### config.mk
export PLATFORM = sky130hd
export DESIGN_NAME = bitrev_addr_gen
export DESIGN_NICKNAME = d
export VERILOG_FILES = /design/src/rtl/bitrev_addr_gen.sv
export SDC_FILE = /design/constraint.sdc
export NUM_CORES = 1
export LEC_CHECK = 0
export ABC_AREA = 1
export BUFFER_PORTS_ARGS = -buffer_cell sky130_fd_sc_hd__buf_2
export CELL_PAD_IN_SITES_DETAIL_PLACEMENT = 1
export CELL_PAD_IN_SITES_GLOBAL_PLACEMENT = 1
export CORE_MARGIN = 8
export CORE_UTILIZATION = 30
export DETAILED_ROUTE_END_ITERATION = 10
export GPL_TIMING_DRIVEN = 0
export PLACE_DENSITY = 0.75
export SYNTH_ARGS = -nofsm -noshare
export SYNTH_HDL_FRONTEND = slang
export SYNTH_SLANG_ARGS = --single-unit
### constraint.sdc
create_clock -name clk -period 1.2 [get_ports clk]
set_input_delay 0.12 -clock clk [delete_from_list [all_inputs] [get_ports clk]]
set_output_delay 0.12 -clock clk [all_outputs]
set_load 0.01 [all_outputs]
### src/rtl/bitrev_addr_gen.sv
`default_nettype none
// ============================================================================
// Module   : bitrev_addr_gen
// Brief    : Ping-pong address pair generator for FFT reordering. Reads the
//            source bank in natural order and writes the destination bank in
//            natural or bit-reversed order over a per-frame length 2^len_log2.
// Revision : 1.0  initial release
// ============================================================================
module bitrev_addr_gen #(
  parameter int LOG2N = 3,
  parameter int LEN_W = 2
) (
  input  logic             clk,
  input  logic             rst,
  input  logic             start,
  input  logic [LEN_W-1:0] len_log2,
  input  logic             mode,
  input  logic             out_ready,
  output logic             out_valid,
  output logic [LOG2N-1:0] rd_addr,
  output logic [LOG2N-1:0] wr_addr,
  output logic             rd_bank,
  output logic             wr_bank,
  output logic             last,
  output logic             busy,
  output logic             done
);

  typedef enum logic [1:0] {
    S_IDLE = 2'd0,
    S_RUN  = 2'd1,
    S_DONE = 2'd2
  } state_t;

  // Largest legal length exponent, also the value held in len_q after reset.
  localparam logic [LEN_W-1:0] LEN_MAX = LEN_W'(LOG2N);

  state_t           state, state_nxt;
  logic [LOG2N-1:0] cnt, cnt_nxt;
  logic [LEN_W-1:0] len_q, len_nxt;
  logic             mode_q, mode_nxt;
  logic             bank_q, bank_nxt;

  logic [LEN_W-1:0] len_clamped;
  logic [LOG2N-1:0] len_mask;
  logic [LOG2N-1:0] cnt_rev;
  logic             handshake;

  // Oversized requests run at the full transform length.
  assign len_clamped = (len_log2 > LEN_MAX) ? LEN_MAX : len_log2;

  // Length mask (equals L-1) and cnt reversed over the low len bits; bits at
  // or above len stay zero because only in-range positions are assigned.
  always_comb begin
    len_mask = '0;
    cnt_rev  = '0;
    for (int i = 0; i < LOG2N; i++) begin
      if (i < int'(len_q)) begin
        len_mask[i] = 1'b1;
        for (int j = 0; j < LOG2N; j++) begin
          if (j == int'(len_q) - 1 - i) begin
            cnt_rev[i] = cnt[j];
          end
        end
      end
    end
  end

  assign out_valid = (state == S_RUN);
  assign busy      = (state != S_IDLE);
  assign done      = (state == S_DONE);
  assign last      = (state == S_RUN) && (cnt == len_mask);
  assign rd_addr   = cnt;
  assign wr_addr   = mode_q ? cnt_rev : cnt;
  assign rd_bank   = bank_q;
  assign wr_bank   = ~bank_q;
  assign handshake = out_valid & out_ready;

  // Next-state logic: frame acceptance, counter advance and bank swap.
  always_comb begin
    state_nxt = state;
    cnt_nxt   = cnt;
    len_nxt   = len_q;
    mode_nxt  = mode_q;
    bank_nxt  = bank_q;
    case (state)
      S_IDLE: begin
        if (start && (len_log2 != '0)) begin
          state_nxt = S_RUN;
          cnt_nxt   = '0;
          len_nxt   = len_clamped;
          mode_nxt  = mode;
        end
      end
      S_RUN: begin
        if (handshake) begin
          if (last) begin
            state_nxt = S_DONE;
            cnt_nxt   = '0;
            bank_nxt  = ~bank_q;
          end else begin
            cnt_nxt = cnt + 1'b1;
          end
        end
      end
      S_DONE: begin
        state_nxt = S_IDLE;
      end
      default: begin
        state_nxt = S_IDLE;
      end
    endcase
  end

  // State and datapath registers; reset abandons any frame in flight.
  always_ff @(posedge clk or posedge rst) begin
    if (rst) begin
      state  <= S_IDLE;
      cnt    <= '0;
      len_q  <= LEN_MAX;
      mode_q <= 1'b0;
      bank_q <= 1'b0;
    end else begin
      state  <= state_nxt;
      cnt    <= cnt_nxt;
      len_q  <= len_nxt;
      mode_q <= mode_nxt;
      bank_q <= bank_nxt;
    end
  end

endmodule
`default_nettype wire
==> impl_metrics.csv, run 1 <==
group,metric,value,unit
status,status,"finished with violations",
status,violations,"setup timing",
timing,finalHoldViolCount,0,
placement,placed_cell_area,709,sq um
worst_setup_path,crit_fanout,4,
die,rows,16,
drt,drt_iter0_drc,11,
hold_path,min_path_type,"input pin to flip-flop",
synth,ys_ff_latch,9,
run,drv_cap,0,
placement,gp_congestion,0.722,
clock_network,clk_latency,0.27,ns
synth,synth_top_family_by_area,"simple AND/OR/NAND/NOR gates",
synth,netlist_area,583,sq um
worst_setup_path,cp.required,1.08,ns
timing,rsz0062_at_grt,"true",
synth,synthSimpleGateAreaFrac,0.333,
synth,synth-compound-area-share,0.116,
hold_path,whs_endpoint,"len_q[0]",
finish,antennaDiodeCount,0,
global_routing,grt_usage,0.0977,
worst_setup_path,ff2ff_path_depth,7,
timing,finalMaxSlewViolations,0,
clock_network,ctsLongestPathBuffers,2,
hold_path,hp-start,"len_log2[0]",
timing,worstMarginPinSlew,0.364,ns
timing,finalClockSkew,0.00235,ns
synth,synthCells,74,
global_routing,grt_overflow,0,
finish,final_area,822,sq um
worst_setup_path,worstReg2RegStart,"len_q[1]",
drt,m1WireLength,668,um
worst_setup_path,cp-startpoint,"len_q[1]",
drt,drtPass1Iterations,2,
global_routing,grt_pass1_vias,612,
worst_setup_path,cp-end-kind,"primary output",
die,core_area,1900,sq um
clock_network,numCtsBuffers,3,
finish,drive_gt1_frac,0.505,
clock_network,root_buffer,"clkbuf_4",
worst_setup_path,r2r_slack,-0.24,ns
timing,fmax,665,MHz
synth,synth_adder_area_share,0.0215,
power,p_per_area,2920,nW/um^2
power,total_leakage_power,0.434,nW
drt,detailroute.via_count,591,
die,die_y,60.1,um
worst_setup_path,startpoint_type,"flip-flop",
power,ir_worst_vdd,0.00114,V
synth,synth.area.mux_share,0,
worst_setup_path,arrival,1.38,ns
global_routing,grt_max_degree,10,
finish,stdcell_count,130,
placement,place_ws,-0.121,ns
die,io_pins,19,
drt,routed-wl-met2,863,um
drt,wl,1660,um
drt,wl_met3,103,um
synth,synthDistinctLibCells,22,
finish,nets,112,
global_routing,antenna_found_initial,0,
drt,wl_per_cell,12.8,um
clock_network,htree_levels,1,
die,dieArea,3610,sq um
finish,area_delta_synth_final,41.0,%
drt,drc,0,
hold_path,min_path_cells,3,
synth,yosysWarningCount,0,
timing,slew_headroom,0.757,
clock_network,cts_tree,"done",
synth,synth_xor_area_frac,0.0429,
drt,antenna_left,0,
power,p_total,2.40,mW
placement,dp_cells,119,
die,die_w,60.1,um
drt,routed.top_layer,"met4",
finish,final_cell_mix,"nand2_1, buf_2, inv_1, dfrtp_1, nand2_2",
synth,avgSynthCellArea,7.88,sq um
placement,io_buffers,18,
die,initial_core_util,0.307,
timing,setup_viol,10,
finish,fillers,246,
synth,syn_nets,82,
clock_network,clk_pin_slew,0.06,ns
clock_network,cts.sink_count,9,
worst_setup_path,r2r_end,"state[0]",
timing,min_period_over_period,1.25,
synth,ys_seq_area_frac,0.391,
worst_setup_path,crit_type,"flip-flop to primary output",
global_routing,grt_pass1_wl,2650,um
timing,fin_ws,-0.303,ns
timing,post-route-min-period,1.50,ns
drt,routed_via_density,4.55,
placement,dp_hpwl,1110,um
-- sequential cells by signal, indices dropped and copies added, names as in the netlist --
| name | flops |
|---|---|
| mode_q | 1 |
| len_q | 2 |
| state | 2 |
| rd_bank | 1 |
| rd_addr | 3 |
-- synthesized netlist by cell type, drive strengths merged --
| master | count | area [sq um] |
|---|---|---|
| nand2 | 26 | 110 |
| inv | 12 | 45.0 |
| o21ai | 9 | 52.6 |
| dfrtp | 7 | 175 |
| nor2 | 6 | 32.5 |
| nand3 | 4 | 37.5 |
| dfstp | 2 | 52.6 |
| a22o | 1 | 8.76 |
| buf | 1 | 11.3 |
| ha | 1 | 12.5 |
| nand3b | 1 | 7.51 |
| nand4 | 1 | 6.26 |
| o22ai | 1 | 6.26 |
| xnor2 | 1 | 16.3 |
| xor2 | 1 | 8.76 |
-- power by group --
| part | switching (mW) | internal (mW) | total, mW |
|---|---|---|---|
| registers | 0.190 | 0.456 | 0.646 |
| logic | 0.839 | 0.668 | 1.51 |
| clock network | 0.118 | 0.129 | 0.246 |
-- layout make-up --
cell class | count | area, sq um | area share
repair buffers | 25 | 146 | 0.178
plain buffers | 1 | 11.3 | 0.0137
well taps | 27 | 33.8 | 0.0411
clock buffers | 4 | 26.3 | 0.0320
inverters | 12 | 47.5 | 0.0578
flip-flops and latches | 9 | 228 | 0.277
multi-input cells | 52 | 329 | 0.400
-- metal layers --
metal  track usage  vias to the layer above
met4        0.0510                        0
met3        0.0387                        4
met5             0                        -
met1         0.102                      285
li1              -                      288
met2         0.165                       14
-- how the worst max path moves through the flow --
stage	end	slack [ns]	depth (start not counted)
finish	wr_addr[0]	-0.30	4
global route	wr_addr[0]	-0.36	4
CTS	last	-0.33	6
detailed placement	last	-0.12	6
global placement	last	-0.12	6
floorplan	state[0]	-0.002	6
-- worst max-delay path, stage by stage, from the launching register on --
cell and delay, ns:
dfstp_2 0.54, buf_2 0.15, o21ai_1 0.09, a22o_1 0.21, buf_2 0.13
-- timing repair --
action / 4_1_cts / 5_1_grt
pin swaps: 3 / 4
gates resized for setup: 5 / 6
hold buffers: 1 / 0
setup buffers: 2 / 3
setup endpoints to repair: 9 / 12
hold endpoints to repair: 7 / 0
cloned: 1 / 0
-- cells by family (layout without fill, tap and decap cells) --
| group | count (synthesis) | in the layout |
|---|---|---|
| flops | 9 | 9 |
| compound gates | 11 | 11 |
| buf+inv | 13 | 42 |
| fa+ha+maj | 1 | 1 |
| simple gates | 38 | 38 |
| xor+xnor | 2 | 2 |
-- metrics by stage --
| step | utilization | hold WS (ns) | TNS (ns) |
|---|---|---|---|
| 2_1_floorplan | - | -0.0535 | -0.00155 |
| 3_3_place_gp | 0.373 | 0.105 | -0.473 |
| 3_5_place_dp | 0.373 | 0.118 | -0.512 |
| 4_1_cts | 0.412 | 0.0711 | -1.76 |
| 5_1_grt | 0.432 | 0.0877 | -2.81 |
| 6_report | 0.432 | 0.0842 | -2.18 |
(Power assumes the default switching activity.)
==> run 2, diff against run 1 <==
--- a/config.mk
+++ b/config.mk
@@ -13,6 +13,7 @@
 export CORE_UTILIZATION = 30
 export DETAILED_ROUTE_END_ITERATION = 10
 export GPL_TIMING_DRIVEN = 0
+export MAX_ROUTING_LAYER = met4
 export PLACE_DENSITY = 0.75
 export SYNTH_ARGS = -nofsm -noshare
 export SYNTH_HDL_FRONTEND = slang
==> run 2 against run 1 <==
The run still ends with setup timing left. Non-clock buffer count is the same. Register-to-register slack barely moved. Critical path depth stayed put. Wire length decreased by 0.78%. Clock power is 2% lower. Sequential power is essentially flat. Flip-flop and latch count did not move. Design area up 0.76%. Count of clock-buffer cells in the layout stayed put. Worst hold slack better by 0.0040 ns. Critical path type unchanged.
==> impl_metrics.csv, run 2 (same netlist as run 1, synthesis figures left out) <==
group,metric,value,unit
clock_network,cts_tree,"done",
timing,slew_headroom,0.761,
timing,finalClockSkew,0.000621,ns
finish,area_delta_synth_final,42.1,%
global_routing,grt_max_degree,10,
die,io_pins,19,
finish,nets,112,
timing,fin_ws,-0.298,ns
drt,detailroute.via_count,580,
power,p_total,2.42,mW
hold_path,min_path_type,"input pin to flip-flop",
clock_network,htree_levels,1,
clock_network,cts.sink_count,9,
worst_setup_path,critical-path-max-stage-delay,0.54,ns
worst_setup_path,worstSetupEndpoint,"wr_addr[0]",
die,initial_core_util,0.307,
timing,finalMaxSlewViolations,0,
placement,dp_hpwl,1110,um
drt,drt_iter0_drc,13,
clock_network,root_buffer,"clkbuf_4",
die,dieArea,3610,sq um
drt,routed_via_density,4.46,
worst_setup_path,cp.depth,4,
status,status,"finished with violations",
power,p_per_area,2920,nW/um^2
drt,wl,1650,um
finish,final_cell_mix,"nand2_1, buf_2, inv_1, dfrtp_1, nand2_2",
timing,min_period_over_period,1.25,
worst_setup_path,cp-end-kind,"primary output",
global_routing,grt_overflow,0,
die,core_area,1900,sq um
run,drv_cap,0,
finish,antennaDiodeCount,0,
worst_setup_path,cp-startpoint,"len_q[1]",
clock_network,ctsLongestPathBuffers,2,
worst_setup_path,arrival,1.38,ns
timing,post-route-min-period,1.50,ns
worst_setup_path,ff2ff_path_depth,7,
worst_setup_path,crit_slowest_cell,"dfstp_2",
worst_setup_path,worstReg2RegStart,"len_q[1]",
worst_setup_path,cp_top_family,"flip-flops",
worst_setup_path,crit_fanout,4,
timing,finalHoldViolCount,0,
placement,io_buffers,18,
die,die_w,60.1,um
placement,gp_congestion,0.731,
worst_setup_path,r2r_end,"state[0]",
worst_setup_path,cp_num_buf_inv,2,
clock_network,clk_pin_slew,0.06,ns
clock_network,clk_latency,0.26,ns
placement,place_ws,-0.121,ns
worst_setup_path,crit_type,"flip-flop to primary output",
clock_network,numCtsBuffers,3,
worst_setup_path,startpoint_type,"flip-flop",
die,rows,16,
timing,fmax,668,MHz
status,violations,"setup timing",
finish,drive_gt1_frac,0.505,
timing,rsz0062_at_grt,"true",
worst_setup_path,r2r_slack,-0.23,ns
drt,drc,0,
finish,post-route-util,0.436,
drt,drtPass1Iterations,4,
global_routing,grt_usage,0.102,
finish,final_common_cell,"nand2_1",
timing,worstMarginPinSlew,0.359,ns
finish,largest_register_ffs,3,
timing,setup_viol,10,
global_routing,antenna_found_initial,0,
global_routing,grt_pass1_wl,2660,um
die,die_y,60.1,um
power,total_leakage_power,0.437,nW
worst_setup_path,crit_top_cell,"buf_2",
global_routing,grt_pass1_vias,604,
power,ir_worst_vdd,0.00118,V
worst_setup_path,cp_cell_sequence,"buf_2, o21ai_1, a22o_1, buf_2",
drt,wl_per_cell,12.7,um
drt,antenna_left,0,
worst_setup_path,cp.required,1.08,ns
==> run 2: timing repair <==
item,CTS,global route
pin swaps,3,4
endpoints found under the hold margin,7,0
gates resized for setup,5,7
cloned,1,0
buffers inserted,2,3
endpoints found under the setup margin,9,12
hold buffers,1,0
==> run 2: through the flow <==
step / hold WS, ns / cell area, sq um / cells / TNS (ns)
5_1_grt: 0.0825 / 828 / 130 / -2.83
2_1_floorplan: -0.0535 / 586 / 74 / -0.00155
4_1_cts: 0.0711 / 783 / 127 / -1.76
6_report: 0.0882 / 828 / 130 / -2.15
3_3_place_gp: 0.105 / 709 / 119 / -0.473
3_5_place_dp: 0.118 / 709 / 119 / -0.512
==> run 2: how the worst min path moves through the flow <==
stage                            from  endpoint  depth (start not counted)
final                     len_log2[0]  len_q[0]                          3
after floorplan                   rst    mode_q                          1
after global routing      len_log2[0]  len_q[0]                          3
after global placement            rst  state[0]                          2
after detailed placement          rst    mode_q                          2
after CTS                 len_log2[1]  len_q[1]                          3
==> run 2: worst reg2reg max path, delay by kind of cell, from the launching register on <==
family,cells,cell delay [ns]
buffers and inverters,3,0.40
flip-flops,1,0.54
AND/OR/NAND/NOR,3,0.25
XOR/XNOR,1,0.13
==> run 2: per-layer routing <==
| layer | share of wire | vias up | GRT usage |
|---|---|---|---|
| met5 | 0 | - | - |
| met3 | 0.064 | 0 | 0.0452 |
| met2 | 0.54 | 16 | 0.165 |
| met4 | 0 | 0 | 0.0510 |
| met1 | 0.39 | 276 | 0.102 |
| li1 | - | 288 | - |
==> run 2: report_power, final <==
part / leakage, nW / total, mW / switching, mW / internal (mW)
logic: 0.312 / 1.53 / 0.840 / 0.693
clock network: 0.0150 / 0.241 / 0.113 / 0.129
registers: 0.110 / 0.645 / 0.188 / 0.456
==> run 2: area by class of cell <==
cell class | count | area, sq um
plain buffers | 1 | 11.3
fillers | 246 | 1070
multi-input cells | 52 | 329
well taps | 27 | 33.8
repair buffers | 25 | 153
clock buffers | 4 | 26.3
inverters | 12 | 47.5
flip-flops and latches | 9 | 228
==> run 3, diff against run 2 <==
--- a/config.mk
+++ b/config.mk
@@ -9,7 +9,6 @@
 export BUFFER_PORTS_ARGS = -buffer_cell sky130_fd_sc_hd__buf_2
 export CELL_PAD_IN_SITES_DETAIL_PLACEMENT = 1
 export CELL_PAD_IN_SITES_GLOBAL_PLACEMENT = 1
-export CORE_MARGIN = 8
 export CORE_UTILIZATION = 30
 export DETAILED_ROUTE_END_ITERATION = 10
 export GPL_TIMING_DRIVEN = 0
==> run 3 against run 2 <==
The flow still finishes with violations (setup timing). Via count decreased by 0.69%. Total power fell by 2.5%. Sequential share of layout area up 0.29 points. Die area decreased by 41%. Non-clock buffer count fell by 2. Clock power is 2% higher. Clock skew grew 0.0040 ns. Cell count fell by 3.1%. Design area shrank 1.1%. Fmax down 0.50%. Critical endpoint is now last. Highest routed layer is now met4.
==> impl_metrics.csv, run 3 (same netlist as run 1, synthesis figures left out) <==
group,metric,value,unit
finish,regArea,228,sq um
clock_network,clk_pin_slew,0.07,ns
hold_path,min_path_cells,3,
worst_setup_path,crit_slowest_cell,"dfstp_2",
finish,stdcell_count,126,
timing,finalHoldViolCount,0,
die,die_w,46.1,um
worst_setup_path,r2r_end,"state[0]",
timing,setup_viol,10,
clock_network,ctsLongestPathBuffers,2,
global_routing,grt_max_degree,10,
drt,wl_per_cell,12.0,um
global_routing,grt_overflow,0,
timing,min_period_over_period,1.25,
finish,largest_register_ffs,3,
worst_setup_path,cp-end-kind,"primary output",
worst_setup_path,crit_type,"flip-flop to primary output",
drt,routed.top_layer,"met4",
run,drv_cap,0,
die,die_y,46.1,um
clock_network,cts.sink_count,9,
worst_setup_path,cp_cell_sequence,"buf_6, nand3_2, nand2_2, nand3_4, nor2_2, buf_2",
finish,nets,110,
drt,drt_iter0_drc,4,
drt,antenna_left,0,
placement,place_ws,-0.126,ns
drt,routed_via_density,4.57,
placement,dp_hpwl,1080,um
power,ir_worst_vdd,0.00125,V
clock_network,cts_tree,"done",
hold_path,hp-start,"len_log2[1]",
status,status,"finished with violations",
timing,rsz0062_at_grt,"true",
worst_setup_path,critical-path-max-stage-delay,0.54,ns
die,core_area,1780,sq um
status,violations,"setup timing",
worst_setup_path,cp_num_buf_inv,2,
finish,final_common_cell,"buf_2",
drt,drtPass1Iterations,3,
global_routing,grt_pass1_vias,579,
timing,fin_ws,-0.305,ns
finish,drive_gt1_frac,0.525,
worst_setup_path,cp.required,1.08,ns
drt,routed-wl-met2,773,um
drt,detailroute.via_count,576,
hold_path,whs_endpoint,"len_q[1]",
die,io_pins,19,
worst_setup_path,cp_top_family,"flip-flops",
timing,worstMarginPinSlew,0.363,ns
die,dieArea,2120,sq um
finish,area_delta_synth_final,40.6,%
timing,finalMaxSlewViolations,0,
worst_setup_path,crit_fanout,5,
timing,finalClockSkew,0.00465,ns
placement,io_buffers,18,
finish,antennaDiodeCount,0,
drt,wl_met3,62,um
global_routing,grt_usage,0.182,
timing,post-route-min-period,1.51,ns
drt,wl,1520,um
die,initial_core_util,0.327,
finish,final_cell_mix,"buf_2, nand2_1, inv_1, dfrtp_1, nand2_2",
timing,slew_headroom,0.758,
worst_setup_path,startpoint_type,"flip-flop",
placement,gp_congestion,0.734,
clock_network,root_buffer,"clkbuf_4",
clock_network,htree_levels,1,
global_routing,grt_pass1_wl,2580,um
clock_network,clk_latency,0.27,ns
worst_setup_path,arrival,1.39,ns
worst_setup_path,ff2ff_path_depth,8,
power,p_per_area,2880,nW/um^2
drt,m1WireLength,648,um
worst_setup_path,worstReg2RegStart,"len_q[1]",
finish,fillers,239,
hold_path,min_path_type,"input pin to flip-flop",
global_routing,antenna_found_initial,0,
clock_network,numCtsBuffers,3,
worst_setup_path,r2r_slack,-0.24,ns
timing,fmax,664,MHz
drt,drc,0,
power,total_leakage_power,0.430,nW
placement,dp_cells,117,
finish,multi_input_area,343,sq um
die,rows,15,
-- run 3: changes by cell type in the layout (fill, tap and decap cells not counted), sizes merged --
cell / previous run / this run
buf: 25 / 23
clkbuf: 4 / 3
clkinv: 0 / 1
-- run 3: metal layers --
metal | vias up | global-route usage
li1 | 288 | -
met1 | 270 | 0.203
met2 | 14 | 0.307
met3 | 4 | 0.0471
met4 | 0 | 0.0706
met5 | - | -
-- run 3: power by group --
group,switching (mW),internal [mW]
combinational,0.825,0.640
sequential,0.192,0.456
clock,0.124,0.123
total,1.14,1.22
-- run 3: layout make-up --
cell class,instances,share of cell area
Multi-Input combinational cell,52,0.418
Sequential cell,9,0.278
Timing Repair Buffer,23,0.160
Inverter,12,0.0580
Tap cell,25,0.0382
Clock buffer,3,0.0275
Buffer,1,0.0137
Clock inverter,1,0.00611
-- run 3: how the worst max path moves through the flow --
stage | startpoint | end | slack, ns | cells after the start
floorplan | len_q[1] | state[0] | -0.002 | 6
global placement | len_q[1] | last | -0.11 | 6
detailed placement | len_q[1] | state[0] | -0.13 | 6
CTS | len_q[1] | last | -0.32 | 6
global route | len_q[0] | wr_addr[0] | -0.40 | 5
finish | len_q[1] | last | -0.31 | 6
-- run 3: tightest hold or removal path: stages --
cell and delay [ns]:
buf_2 0.10, inv_1 0.06, o21ai_1 0.07
-- run 3: through the flow --
| stage | setup TNS [ns] | hold slack [ns] | utilization | cell area, sq um | power (mW) |
|---|---|---|---|---|---|
| final | -2.19 | 0.0753 | 0.460 | 820 | 2.36 |
| after detailed placement | -0.549 | 0.108 | 0.396 | 707 | 1.81 |
| after global routing | -2.95 | 0.0721 | 0.460 | 820 | 2.57 |
| after floorplan | -0.00155 | -0.0535 | - | 586 | 1.46 |
| after CTS | -1.81 | 0.0665 | 0.434 | 773 | 2.19 |
| after global placement | -0.427 | 0.101 | 0.396 | 707 | 1.76 |
-- run 3: timing repair --
| item | CTS | global route |
|---|---|---|
| pin swaps | 3 | 2 |
| gates cloned | 1 | 0 |
| resized for setup | 5 | 9 |
| endpoints found under the setup margin | 9 | 11 |
| buffers inserted | 1 | 2 |
| endpoints found under the hold margin | 7 | 0 |
| hold buffers | 1 | 0 |
